File: src/rtl/plru_cam.sv
// plru_cam: multi-port CAM with registered lookups, self-allocating insert, invalidate, flush.
// Full-victim comes from a PLRU tree when CAM_PLRU_EN is defined, else from a round-robin pointer.

module plru_cam_match #(
    parameter int N  = 4,
    parameter int KW = 32,
    parameter int IW = 2
) (
    input  logic [N-1:0]         i_valid,
    input  logic [N-1:0][KW-1:0] i_keys,
    input  logic                 i_en,
    input  logic [KW-1:0]        i_key,
    output logic                 o_hit,
    output logic [IW-1:0]        o_idx
);
    // Keys are never duplicated, so at most one entry matches; lowest index wins anyway.
    always_comb begin
        o_hit = 1'b0;
        o_idx = '0;
        for (int e = N - 1; e >= 0; e--) begin
            if (i_en && i_valid[e] && (i_keys[e] == i_key)) begin
                o_hit = 1'b1;
                o_idx = IW'(e);
            end
        end
    end
endmodule

module plru_cam #(
    parameter int  NUM_ENTRIES      = 4,
    parameter int  KEY_WIDTH        = 32,
    parameter int  NUM_LOOKUP_PORTS = 2,
    localparam int INDEX_WIDTH      = $clog2(NUM_ENTRIES),
    localparam int CW               = $clog2(NUM_ENTRIES + 1)
) (
    input  logic                                          clk,
    input  logic                                          reset,
    input  logic [NUM_LOOKUP_PORTS-1:0]                   lookup_en,
    input  logic [NUM_LOOKUP_PORTS-1:0][KEY_WIDTH-1:0]    lookup_key,
    output logic [NUM_LOOKUP_PORTS-1:0]                   lookup_hit,
    output logic [NUM_LOOKUP_PORTS-1:0][INDEX_WIDTH-1:0]  lookup_idx,
    input  logic                                          insert_en,
    input  logic [KEY_WIDTH-1:0]                          insert_key,
    output logic                                          insert_done,
    output logic [INDEX_WIDTH-1:0]                        insert_idx,
    output logic                                          insert_dup,
    output logic                                          insert_evicted,
    output logic [KEY_WIDTH-1:0]                          insert_evict_key,
    input  logic                                          invalidate_en,
    input  logic [KEY_WIDTH-1:0]                          invalidate_key,
    input  logic                                          flush_en,
    output logic [CW-1:0]                                 valid_count
);
    localparam int N  = NUM_ENTRIES;
    localparam int IW = INDEX_WIDTH;
    localparam int NP = NUM_LOOKUP_PORTS;

    logic [N-1:0]                r_valid;
    logic [N-1:0][KEY_WIDTH-1:0] r_keys;
    logic [CW-1:0]               r_count;

    logic [NP-1:0]               r_lk_hit;
    logic [NP-1:0][IW-1:0]       r_lk_idx;
    logic                        r_ins_done;
    logic [IW-1:0]               r_ins_idx;
    logic                        r_ins_dup;
    logic                        r_ins_ev;
    logic [KEY_WIDTH-1:0]        r_ins_ek;

    logic [NP-1:0]               w_lk_hit;
    logic [NP-1:0][IW-1:0]       w_lk_idx;
    logic                        w_ins_hit;
    logic [IW-1:0]               w_ins_idx;
    logic                        w_inv_hit;
    logic [IW-1:0]               w_inv_idx;
    logic [IW-1:0]               w_free_idx;
    logic [IW-1:0]               w_victim;
    logic                        w_full;
    logic                        w_ins_acc;
    logic                        w_evict;
    logic [IW-1:0]               w_ins_slot;

    for (genvar p = 0; p < NP; p++) begin : g_lk
        plru_cam_match #(.N(N), .KW(KEY_WIDTH), .IW(IW)) u_match (
            .i_valid (r_valid),
            .i_keys  (r_keys),
            .i_en    (lookup_en[p]),
            .i_key   (lookup_key[p]),
            .o_hit   (w_lk_hit[p]),
            .o_idx   (w_lk_idx[p])
        );
    end

    plru_cam_match #(.N(N), .KW(KEY_WIDTH), .IW(IW)) u_ins_match (
        .i_valid (r_valid),
        .i_keys  (r_keys),
        .i_en    (insert_en),
        .i_key   (insert_key),
        .o_hit   (w_ins_hit),
        .o_idx   (w_ins_idx)
    );

    plru_cam_match #(.N(N), .KW(KEY_WIDTH), .IW(IW)) u_inv_match (
        .i_valid (r_valid),
        .i_keys  (r_keys),
        .i_en    (invalidate_en),
        .i_key   (invalidate_key),
        .o_hit   (w_inv_hit),
        .o_idx   (w_inv_idx)
    );

    always_comb begin
        w_free_idx = '0;
        for (int e = N - 1; e >= 0; e--) begin
            if (!r_valid[e]) w_free_idx = IW'(e);
        end
    end

    assign w_full     = &r_valid;
    assign w_ins_acc  = insert_en && !flush_en;
    assign w_evict    = w_ins_acc && !w_ins_hit && w_full;
    assign w_ins_slot = w_ins_hit ? w_ins_idx : (w_full ? w_victim : w_free_idx);

`ifdef CAM_PLRU_EN
    // Heap-ordered tree: node 1 is the root, children of n are 2n and 2n+1.
    logic [N-1:1] r_plru;
    logic [N-1:1] w_plru_nxt;

    function automatic logic [N-1:1] f_touch(input logic [N-1:1] t, input logic [IW-1:0] e);
        logic [N-1:1] r;
        int           node;
        r    = t;
        node = 1;
        for (int l = 0; l < IW; l++) begin
            r[node] = ~e[IW-1-l];
            node    = 2 * node + (e[IW-1-l] ? 1 : 0);
        end
        return r;
    endfunction

    always_comb begin
        int node;
        w_victim = '0;
        node     = 1;
        for (int l = 0; l < IW; l++) begin
            w_victim[IW-1-l] = r_plru[node];
            node             = 2 * node + (r_plru[node] ? 1 : 0);
        end
    end

    // Lookup touches first in port order, the insert touch last.
    always_comb begin
        w_plru_nxt = r_plru;
        for (int p = 0; p < NP; p++) begin
            if (w_lk_hit[p]) w_plru_nxt = f_touch(w_plru_nxt, w_lk_idx[p]);
        end
        if (w_ins_acc) w_plru_nxt = f_touch(w_plru_nxt, w_ins_slot);
    end

    always_ff @(posedge clk) begin
        if (reset || flush_en) r_plru <= '0;
        else                   r_plru <= w_plru_nxt;
    end
`else
    logic [IW-1:0] r_rr;

    assign w_victim = r_rr;

    always_ff @(posedge clk) begin
        if (reset || flush_en) r_rr <= '0;
        else if (w_evict)      r_rr <= r_rr + IW'(1);
    end
`endif

    always_ff @(posedge clk) begin
        if (reset) begin
            r_valid    <= '0;
            r_keys     <= '0;
            r_count    <= '0;
            r_lk_hit   <= '0;
            r_lk_idx   <= '0;
            r_ins_done <= 1'b0;
            r_ins_idx  <= '0;
            r_ins_dup  <= 1'b0;
            r_ins_ev   <= 1'b0;
            r_ins_ek   <= '0;
        end else begin
            r_lk_hit   <= w_lk_hit;
            r_lk_idx   <= w_lk_idx;
            r_ins_done <= w_ins_acc;
            r_ins_idx  <= w_ins_acc ? w_ins_slot : '0;
            r_ins_dup  <= w_ins_acc && w_ins_hit;
            r_ins_ev   <= w_evict;
            r_ins_ek   <= w_evict ? r_keys[w_victim] : '0;
            if (flush_en) begin
                r_valid <= '0;
                r_count <= '0;
            end else if (w_ins_acc) begin
                if (!w_ins_hit) begin
                    r_valid[w_ins_slot] <= 1'b1;
                    r_keys[w_ins_slot]  <= insert_key;
                    if (!w_full) r_count <= r_count + CW'(1);
                end
            end else if (w_inv_hit) begin
                r_valid[w_inv_idx] <= 1'b0;
                r_count            <= r_count - CW'(1);
            end
        end
    end

`ifdef SIMULATION
    always @(posedge clk) begin
        if (!reset && insert_en && invalidate_en) begin
            $display("plru_cam: insert_en and invalidate_en asserted together");
            $finish;
        end
    end
`endif

    assign lookup_hit       = r_lk_hit;
    assign lookup_idx       = r_lk_idx;
    assign insert_done      = r_ins_done;
    assign insert_idx       = r_ins_idx;
    assign insert_dup       = r_ins_dup;
    assign insert_evicted   = r_ins_ev;
    assign insert_evict_key = r_ins_ek;
    assign valid_count      = r_count;
endmodule

File: config.mk
export PLATFORM = sky130hd
export DESIGN_NAME = plru_cam
export DESIGN_NICKNAME = d
export VERILOG_FILES = /design/src/rtl/plru_cam.sv
export SDC_FILE = /design/constraint.sdc
export NUM_CORES = 1
export LEC_CHECK = 0
export BUFFER_PORTS_ARGS = -buffer_cell sky130_fd_sc_hd__buf_4
export CAP_MARGIN = 25
export CORE_MARGIN = 5
export CORE_UTILIZATION = 39
export DETAILED_ROUTE_END_ITERATION = 10
export HOLD_SLACK_MARGIN = 0.05
export PLACE_DENSITY = 0.57
export SLEW_MARGIN = 20
export SYNTH_ARGS = -nofsm -noshare
export SYNTH_HDL_FRONTEND = slang
export SYNTH_SLANG_ARGS = --single-unit
File: constraint.sdc
create_clock -name clk -period 3.2 [get_ports clk]
set_clock_uncertainty 0.05 [all_clocks]
set_input_delay 0.48 -clock clk [delete_from_list [all_inputs] [get_ports clk]]
set_output_delay 0.48 -clock clk [all_outputs]
set_load 0.03 [all_outputs]
==> impl_summary.log, run 1 <==
[metrics] nets: 1940
[metrics] Final Instance Area: 17300 sq um
[metrics] post-synthesis cell count: 1614
[metrics] total buffers and inverters traversed by the critical path: 1
[metrics] kind of end point of the critical path: register
[metrics] via density per instance: 5.90
[metrics] standard cell with the maximum stage delay on the critical path: sky130_fd_sc_hd__nor4_1
[metrics] Post-synth EDFFs: 0
[metrics] Setup TNS Final: -0.0937 ns
[metrics] number of placed I/O pins: 181
[metrics] average instance area after synthesis: 8.56 sq um
[metrics] Post-Layout Cell Count: 2278
[metrics] Max Buffers Root-to-Sink: 2
[metrics] DP Cell Count: 2246
[metrics] clock transition time at the flip-flop clock pins of the worst setup and hold paths: 0.07 ns
[metrics] dominant cell type by area after synthesis: sky130_fd_sc_hd__dfxtp_1
[metrics] first-pass GRT wire length: 107000 um
[metrics] final count of hold timing violations: 0
[metrics] Mapped Nets: 1750
[metrics] RSZ-0062 raised after global routing: false
[metrics] number of remaining DRC errors: 0
[metrics] number of iterations in the first detailed-routing pass: 5
[metrics] number of synthesized register bits: 180
[metrics] portion of synthesized cell area occupied by the leading cell type: 26.1%
[metrics] area enclosed by the die boundary: 39300 sq um
[metrics] headroom to the max-slew limit: 42.5%
[metrics] reg2reg end: r_keys[42]
[metrics] crit path max fanout: 33
[metrics] gate family responsible for the most delay along the worst path: simple AND/OR/NAND/NOR gates
[metrics] starting density of the core: 39.1%
[metrics] cell area power density: 339 nW/um^2
[metrics] final worst-path cycle share: 102%
[metrics] count of antenna-violating nets left after detailed routing: 0
[metrics] count of cells along the worst register-to-register path: 9
[metrics] cell depth of the worst setup path: 9
[metrics] latest clock arrival within the worst-skew pair: 0.47 ns
[metrics] reg2reg start: r_keys[7]
[metrics] via count of the first global-routing pass: 13000
[metrics] deepest level of the CTS H-tree: 4
[metrics] routability cong.: 1.08
[metrics] fill cell instance count of the final layout: 3420
[metrics] ordered list of cells on the worst path: xor2_1, nor4_1, nand4_1, or4_1, nor4b_4, nand3b_2, buf_4, o21ai_0, o21ai_1
[metrics] setup fix buffers added after clock tree synthesis: 0
[metrics] TritonCTS Sinks: 180
[metrics] Detailed Route Iter0 Violations: 1478
[metrics] peak supply drop: 0.415 mV
[metrics] failing checks: setup timing
[metrics] DP Worst Slack: -0.351 ns
[metrics] share of flip-flops with an asynchronous set or reset after synthesis: 0%
[metrics] arrival time of the worst setup path: 3.61 ns
[metrics] Post-Syn Area: 13800 sq um
[metrics] Cell variety after synth: 50
[metrics] most used flip-flop cell after synthesis: sky130_fd_sc_hd__dfxtp_1
[metrics] final worst path period need: 3.25 ns
[metrics] Port-buffer cells: 180
[metrics] setup-violating endpoint count in the final report: 2
[metrics] maximum single-stage delay on the critical path: 0.72 ns
[metrics] DRT Wirelength: 79000 um
[metrics] Placement Cell Area: 16600 sq um
[metrics] layout cells sized above 1: 27.4%
[metrics] path type of the worst min-delay path: primary input to register
[metrics] Root Driver: sky130_fd_sc_hd__clkbuf_16
[metrics] Ys Warns: 0
[metrics] CP Data Required Time: 3.56 ns
[metrics] x dimension of the die: 198 um
[metrics] maximum clock rate: 307 MHz
[metrics] power consumption: 5870 uW
[metrics] setup slack of the worst register-to-register path: -0.05 ns
[metrics] source of the critical timing path: r_keys[7]
[metrics] GRT Residual Overflow: 0
[metrics] Leakage: 0.00760 uW
[metrics] Max-Cap Viols: 0
[metrics] via count: 13400
[metrics] run status: complete, but fails checks
[metrics] clock tree from TritonCTS: built
[metrics] endpoint of the most critical setup path: r_keys[42]
[metrics] CP startpoint kind: register
[metrics] Die Height: 198 um
[metrics] transition time at the pin with the least slew margin: 0.863 ns
[metrics] routed length per placed instance: 34.7 um
[metrics] DP HPWL: 65400 um
[metrics] TritonCTS Buffers: 17
[metrics] initial antenna violation count: 2
[metrics] # rows: 69
[metrics] maximum number of pins on one net before global-route repair: 104
[metrics] Setup Crit Path Kind: register to register
[metrics] most area-consuming cells after synthesis: sky130_fd_sc_hd__dfxtp_1, sky130_fd_sc_hd__xor2_1, sky130_fd_sc_hd__xnor2_1
[metrics] area added between synthesis and finish: 25.3%
[metrics] Seq/Total Area, Yosys: 26.1%
[metrics] most frequently used cell type in the post-synthesis netlist: sky130_fd_sc_hd__xor2_1
[metrics] post-layout worst setup margin: -0.0540 ns
[metrics] WHS Path Cells: 3
[metrics] Final Slew Violations: 0
[metrics] Core Footprint: 35300 sq um
[metrics] most common library cells after synthesis: sky130_fd_sc_hd__xor2_1, sky130_fd_sc_hd__clkbuf_1, sky130_fd_sc_hd__dfxtp_1
[metrics] total routing resource utilization after global routing: 39.5%
-- worst reg2reg max path, stage by stage, from the launching register on --
cell and delay, ns:
sky130_fd_sc_hd__dfxtp_1 0.35, sky130_fd_sc_hd__xor2_1 0.22, sky130_fd_sc_hd__nor4_1 0.73, sky130_fd_sc_hd__nand4_1 0.18, sky130_fd_sc_hd__or4_1 0.60, sky130_fd_sc_hd__nor4b_4 0.18, sky130_fd_sc_hd__nand3b_2 0.12, sky130_fd_sc_hd__buf_4 0.36
sky130_fd_sc_hd__o21ai_0 0.28, sky130_fd_sc_hd__o21ai_1 0.12
-- power breakdown --
group          internal (uW)  switching [uW]  leakage, uW  total, uW
Clock                   1240            1040     0.000290       2280
Combinational            489             792      0.00586       1280
Sequential              2260            39.2      0.00146       2300
-- routing by layer --
| metal | share of wire, % | vias up | global-route usage (%) |
|---|---|---|---|
| li1 | - | 5762 | - |
| met1 | 41 | 6672 | 53.6 |
| met2 | 43 | 839 | 60.0 |
| met3 | 9.5 | 161 | 8.52 |
| met4 | 5.6 | 2 | 18.6 |
| met5 | 0.0089 | - | 0 |
-- metrics by stage --
step	util (%)	hold slack (ns)
after detailed placement	47.1	0.459
after global routing	49.0	0.288
after floorplan	-	0.457
after CTS	48.9	0.270
after global placement	47.1	0.444
final	49.0	0.286
-- timing repair --
item | 4_1_cts | 5_1_grt
endpoints found under the setup margin | 57 | 68
cloned | 0 | 0
gates resized for setup | 2 | 12
hold buffers | 0 | 0
-- sequential cells by signal, summed over array words and instances, names as in the netlist --
signal,cells
r_keys,128
insert_evict_key,32
lookup_idx,4
r_valid,4
valid_count,3
insert_idx,2
lookup_hit,2
r_rr,2
insert_done,1
insert_dup,1
insert_evicted,1
-- cells in the final DEF (no fill, tap or decap), types with 54 or more instances in the layout --
| master | instances |
|---|---|
| sky130_fd_sc_hd__buf_4 | 388 |
| sky130_fd_sc_hd__dfxtp_1 | 175 |
| sky130_fd_sc_hd__nand2b_1 | 68 |
| sky130_fd_sc_hd__nand4_1 | 54 |
| sky130_fd_sc_hd__nor2b_1 | 99 |
| sky130_fd_sc_hd__nor4_1 | 92 |
| sky130_fd_sc_hd__o21ai_0 | 69 |
| sky130_fd_sc_hd__o21ai_1 | 92 |
| sky130_fd_sc_hd__xnor2_1 | 143 |
| sky130_fd_sc_hd__xor2_1 | 361 |
-- final cells by class --
type / instances / area (sq um) / area share, %
Multi-Input combinational cell: 1192 / 9310 / 53.7
Sequential cell: 180 / 3610 / 20.8
Timing Repair Buffer: 401 / 3170 / 18.3
Tap cell: 461 / 577 / 3.33
Clock buffer: 18 / 429 / 2.48
Clock inverter: 13 / 174 / 1.00
Inverter: 12 / 45.0 / 0.260
Antenna cell: 1 / 2.50 / 0.0145
-- worst min path at each step --
| stage | start | end |
|---|---|---|
| finish | flush_en | valid_count[0] |
| global route | flush_en | valid_count[0] |
| CTS | flush_en | valid_count[0] |
| detailed placement | valid_count[1] | valid_count[1] |
| global placement | valid_count[1] | valid_count[1] |
| floorplan | r_valid[0] | r_valid[0] |
-- kinds of logic after synthesis --
logic type	count (synthesis)	share of synthesized area (%)
buffers and inverters	242	7.20
and+or+nand+nor	429	19.3
AOI/OAI and AO/OA	188	7.43
DFF	180	26.1
adders and majority gates	1	0.145
xor gates and xnor gates	508	32.2
muxes	66	7.68
No activity file was read; power rests on OpenSTA's default activity.
==> inputs of run 2 (changes only) <==
--- a/config.mk
+++ b/config.mk
@@ -12,7 +12,7 @@
 export DETAILED_ROUTE_END_ITERATION = 10
 export HOLD_SLACK_MARGIN = 0.05
 export PLACE_DENSITY = 0.57
-export SLEW_MARGIN = 20
+export REMOVE_ABC_BUFFERS = 1
 export SYNTH_ARGS = -nofsm -noshare
 export SYNTH_HDL_FRONTEND = slang
 export SYNTH_SLANG_ARGS = --single-unit
==> impl_summary.log, run 2 (synthesis gave the netlist of run 1 again) <==
[metrics] nets: 1921
[metrics] kind of end point of the critical path: register
[metrics] Max-Cap Viols: 0
[metrics] setup-violating endpoint count in the final report: 0
[metrics] maximum clock rate: 317 MHz
[metrics] most common library cell in the layout ignoring fill and taps: sky130_fd_sc_hd__buf_4
[metrics] reg2reg end: r_keys[71]
[metrics] area added between synthesis and finish: 24.2%
[metrics] arrival time of the worst setup path: 3.46 ns
[metrics] path type of the worst min-delay path: primary input to register
[metrics] first-pass GRT wire length: 97600 um
[metrics] deepest level of the CTS H-tree: 4
[metrics] cell area power density: 338 nW/um^2
[metrics] Setup Crit Path Kind: register to register
[metrics] transition time at the pin with the least slew margin: 0.814 ns
[metrics] Final Instance Area: 17200 sq um
[metrics] Most flops, register: r_keys
[metrics] source of the worst hold timing path: flush_en
[metrics] final worst-path cycle share: 98.7%
[metrics] Most Used Layer, Global Route: met2
[metrics] endpoint of the most critical setup path: r_keys[71]
[metrics] Detailed Route Iter0 Violations: 1437
[metrics] ordered list of cells on the worst path: xnor2_2, nand4_1, buf_4, or4_1, or4_4, a21oi_2, buf_4, o2111ai_4, buf_12, nand3b_1, o21ai_1
[metrics] CP startpoint kind: register
[metrics] maximum single-stage delay on the critical path: 0.44 ns
[metrics] crit path max fanout: 38
[metrics] # rows: 69
[metrics] TritonCTS Buffers: 17
[metrics] source of the critical timing path: r_keys[94]
[metrics] TritonCTS Sinks: 180
[metrics] number of placed I/O pins: 181
[metrics] via density per instance: 5.75
[metrics] standard cell with the maximum stage delay on the critical path: sky130_fd_sc_hd__or4_4
[metrics] final count of hold timing violations: 0
[metrics] total routing resource utilization after global routing: 35.6%
[metrics] reg2reg start: r_keys[94]
[metrics] via count: 13000
[metrics] Port-buffer cells: 180
[metrics] DP HPWL: 59300 um
[metrics] count of cells along the worst register-to-register path: 11
[metrics] clock transition time at the flip-flop clock pins of the worst setup and hold paths: 0.07 ns
[metrics] maximum number of pins on one net before global-route repair: 53
[metrics] initial antenna violation count: 3
[metrics] count of antenna-violating nets left after detailed routing: 0
[metrics] setup slack of the worst register-to-register path: 0.04 ns
[metrics] WHS Path Cells: 3
[metrics] latest clock arrival within the worst-skew pair: 0.46 ns
[metrics] met1 capacity usage during global routing: 49.6%
[metrics] area enclosed by the die boundary: 39300 sq um
[metrics] cell type with the highest occurrence count on the critical path: sky130_fd_sc_hd__buf_4
[metrics] number of buffers added to fix hold violations after cts: 0
[metrics] headroom to the max-slew limit: 45.7%
[metrics] DRT Wirelength: 71400 um
[metrics] commonest non-fill, non-tap cells in the layout: sky130_fd_sc_hd__buf_4, sky130_fd_sc_hd__xor2_1, sky130_fd_sc_hd__dfxtp_1
[metrics] routability cong.: 1.07
[metrics] Max Buffers Root-to-Sink: 2
[metrics] flip-flop count of the largest register after layout: 128
[metrics] met3 capacity usage during global routing: 7.15%
[metrics] layout cells sized above 1: 26.4%
[metrics] GRT Residual Overflow: 0
[metrics] peak supply drop: 0.383 mV
[metrics] power consumption: 5800 uW
[metrics] starting density of the core: 39.1%
[metrics] via count of the first global-routing pass: 12500
[metrics] x dimension of the die: 198 um
[metrics] Placement Cell Area: 16500 sq um
[metrics] RSZ-0062 raised after global routing: false
[metrics] global routing met2 resource utilization: 55.5%
[metrics] clock tree from TritonCTS: built
[metrics] routed length per placed instance: 31.6 um
[metrics] run status: finished, final reports clean
[metrics] Root Driver: sky130_fd_sc_hd__clkbuf_16
[metrics] Leakage: 0.00752 uW
[metrics] Die Height: 198 um
[metrics] Final Slew Violations: 0
[metrics] number of remaining DRC errors: 0
[metrics] number of iterations in the first detailed-routing pass: 5
[metrics] Core Footprint: 35300 sq um
[metrics] final worst path period need: 3.16 ns
[metrics] CP Data Required Time: 3.50 ns
==> run 2: final cells by class <==
cell class	instances	area, sq um
Fill cell	3439	18100
Multi-Input combinational cell	1192	9280
Sequential cell	180	3610
Timing Repair Buffer	382	3050
Tap cell	461	577
Clock buffer	21	480
Clock inverter	11	123
Inverter	12	45.0
Antenna cell	1	2.50
==> run 2: how the worst min path moves through the flow <==
stage                endpoint
2_1_floorplan      r_valid[0]
3_3_place_gp   valid_count[1]
3_5_place_dp   valid_count[1]
4_1_cts        valid_count[0]
5_1_grt        valid_count[0]
6_report       valid_count[0]
==> run 2: metal layers <==
metal | up-vias | part of all wire, %
met5 | - | 0.038
met4 | 4 | 3.9
met3 | 120 | 8.0
met2 | 664 | 45
met1 | 6479 | 43
li1 | 5722 | -
==> run 2: power breakdown <==
group	internal [uW]	switching, uW
Clock	1240	1010
Sequential	2260	48.2
Combinational	479	760
==> run 2: what timing repair did <==
item / in CTS / in global routing
setup buffers: 0 / 3
gates resized for setup: 2 / 7
endpoints found under the setup margin: 87 / 90
pin swaps: 1 / 2
hold endpoints to repair: 0 / 0
==> run 2: metrics by stage <==
step / util, % / TNS [ns] / cells / hold slack (ns) / worst slack, ns
detailed placement: 46.7 / -44.73 / 2224 / 0.448 / -0.494
finish: 48.6 / 0 / 2260 / 0.280 / 0.0425
CTS: 48.4 / 0 / 2256 / 0.266 / 0.0192
floorplan: - / -48.70 / 1384 / 0.456 / -0.878
global placement: 46.7 / -45.16 / 2224 / 0.438 / -0.475
global route: 48.6 / 0 / 2259 / 0.293 / 0.000828
==> run 2: critical path: cells and delay by family, from the launching register on <==
kind | cells | cell delay [ns]
AOI/OAI and AO/OA | 3 | 0.45
and+or+nand+nor | 4 | 1.28
DFF | 1 | 0.34
buffers and inverters | 3 | 0.62
xor gates and xnor gates | 1 | 0.28
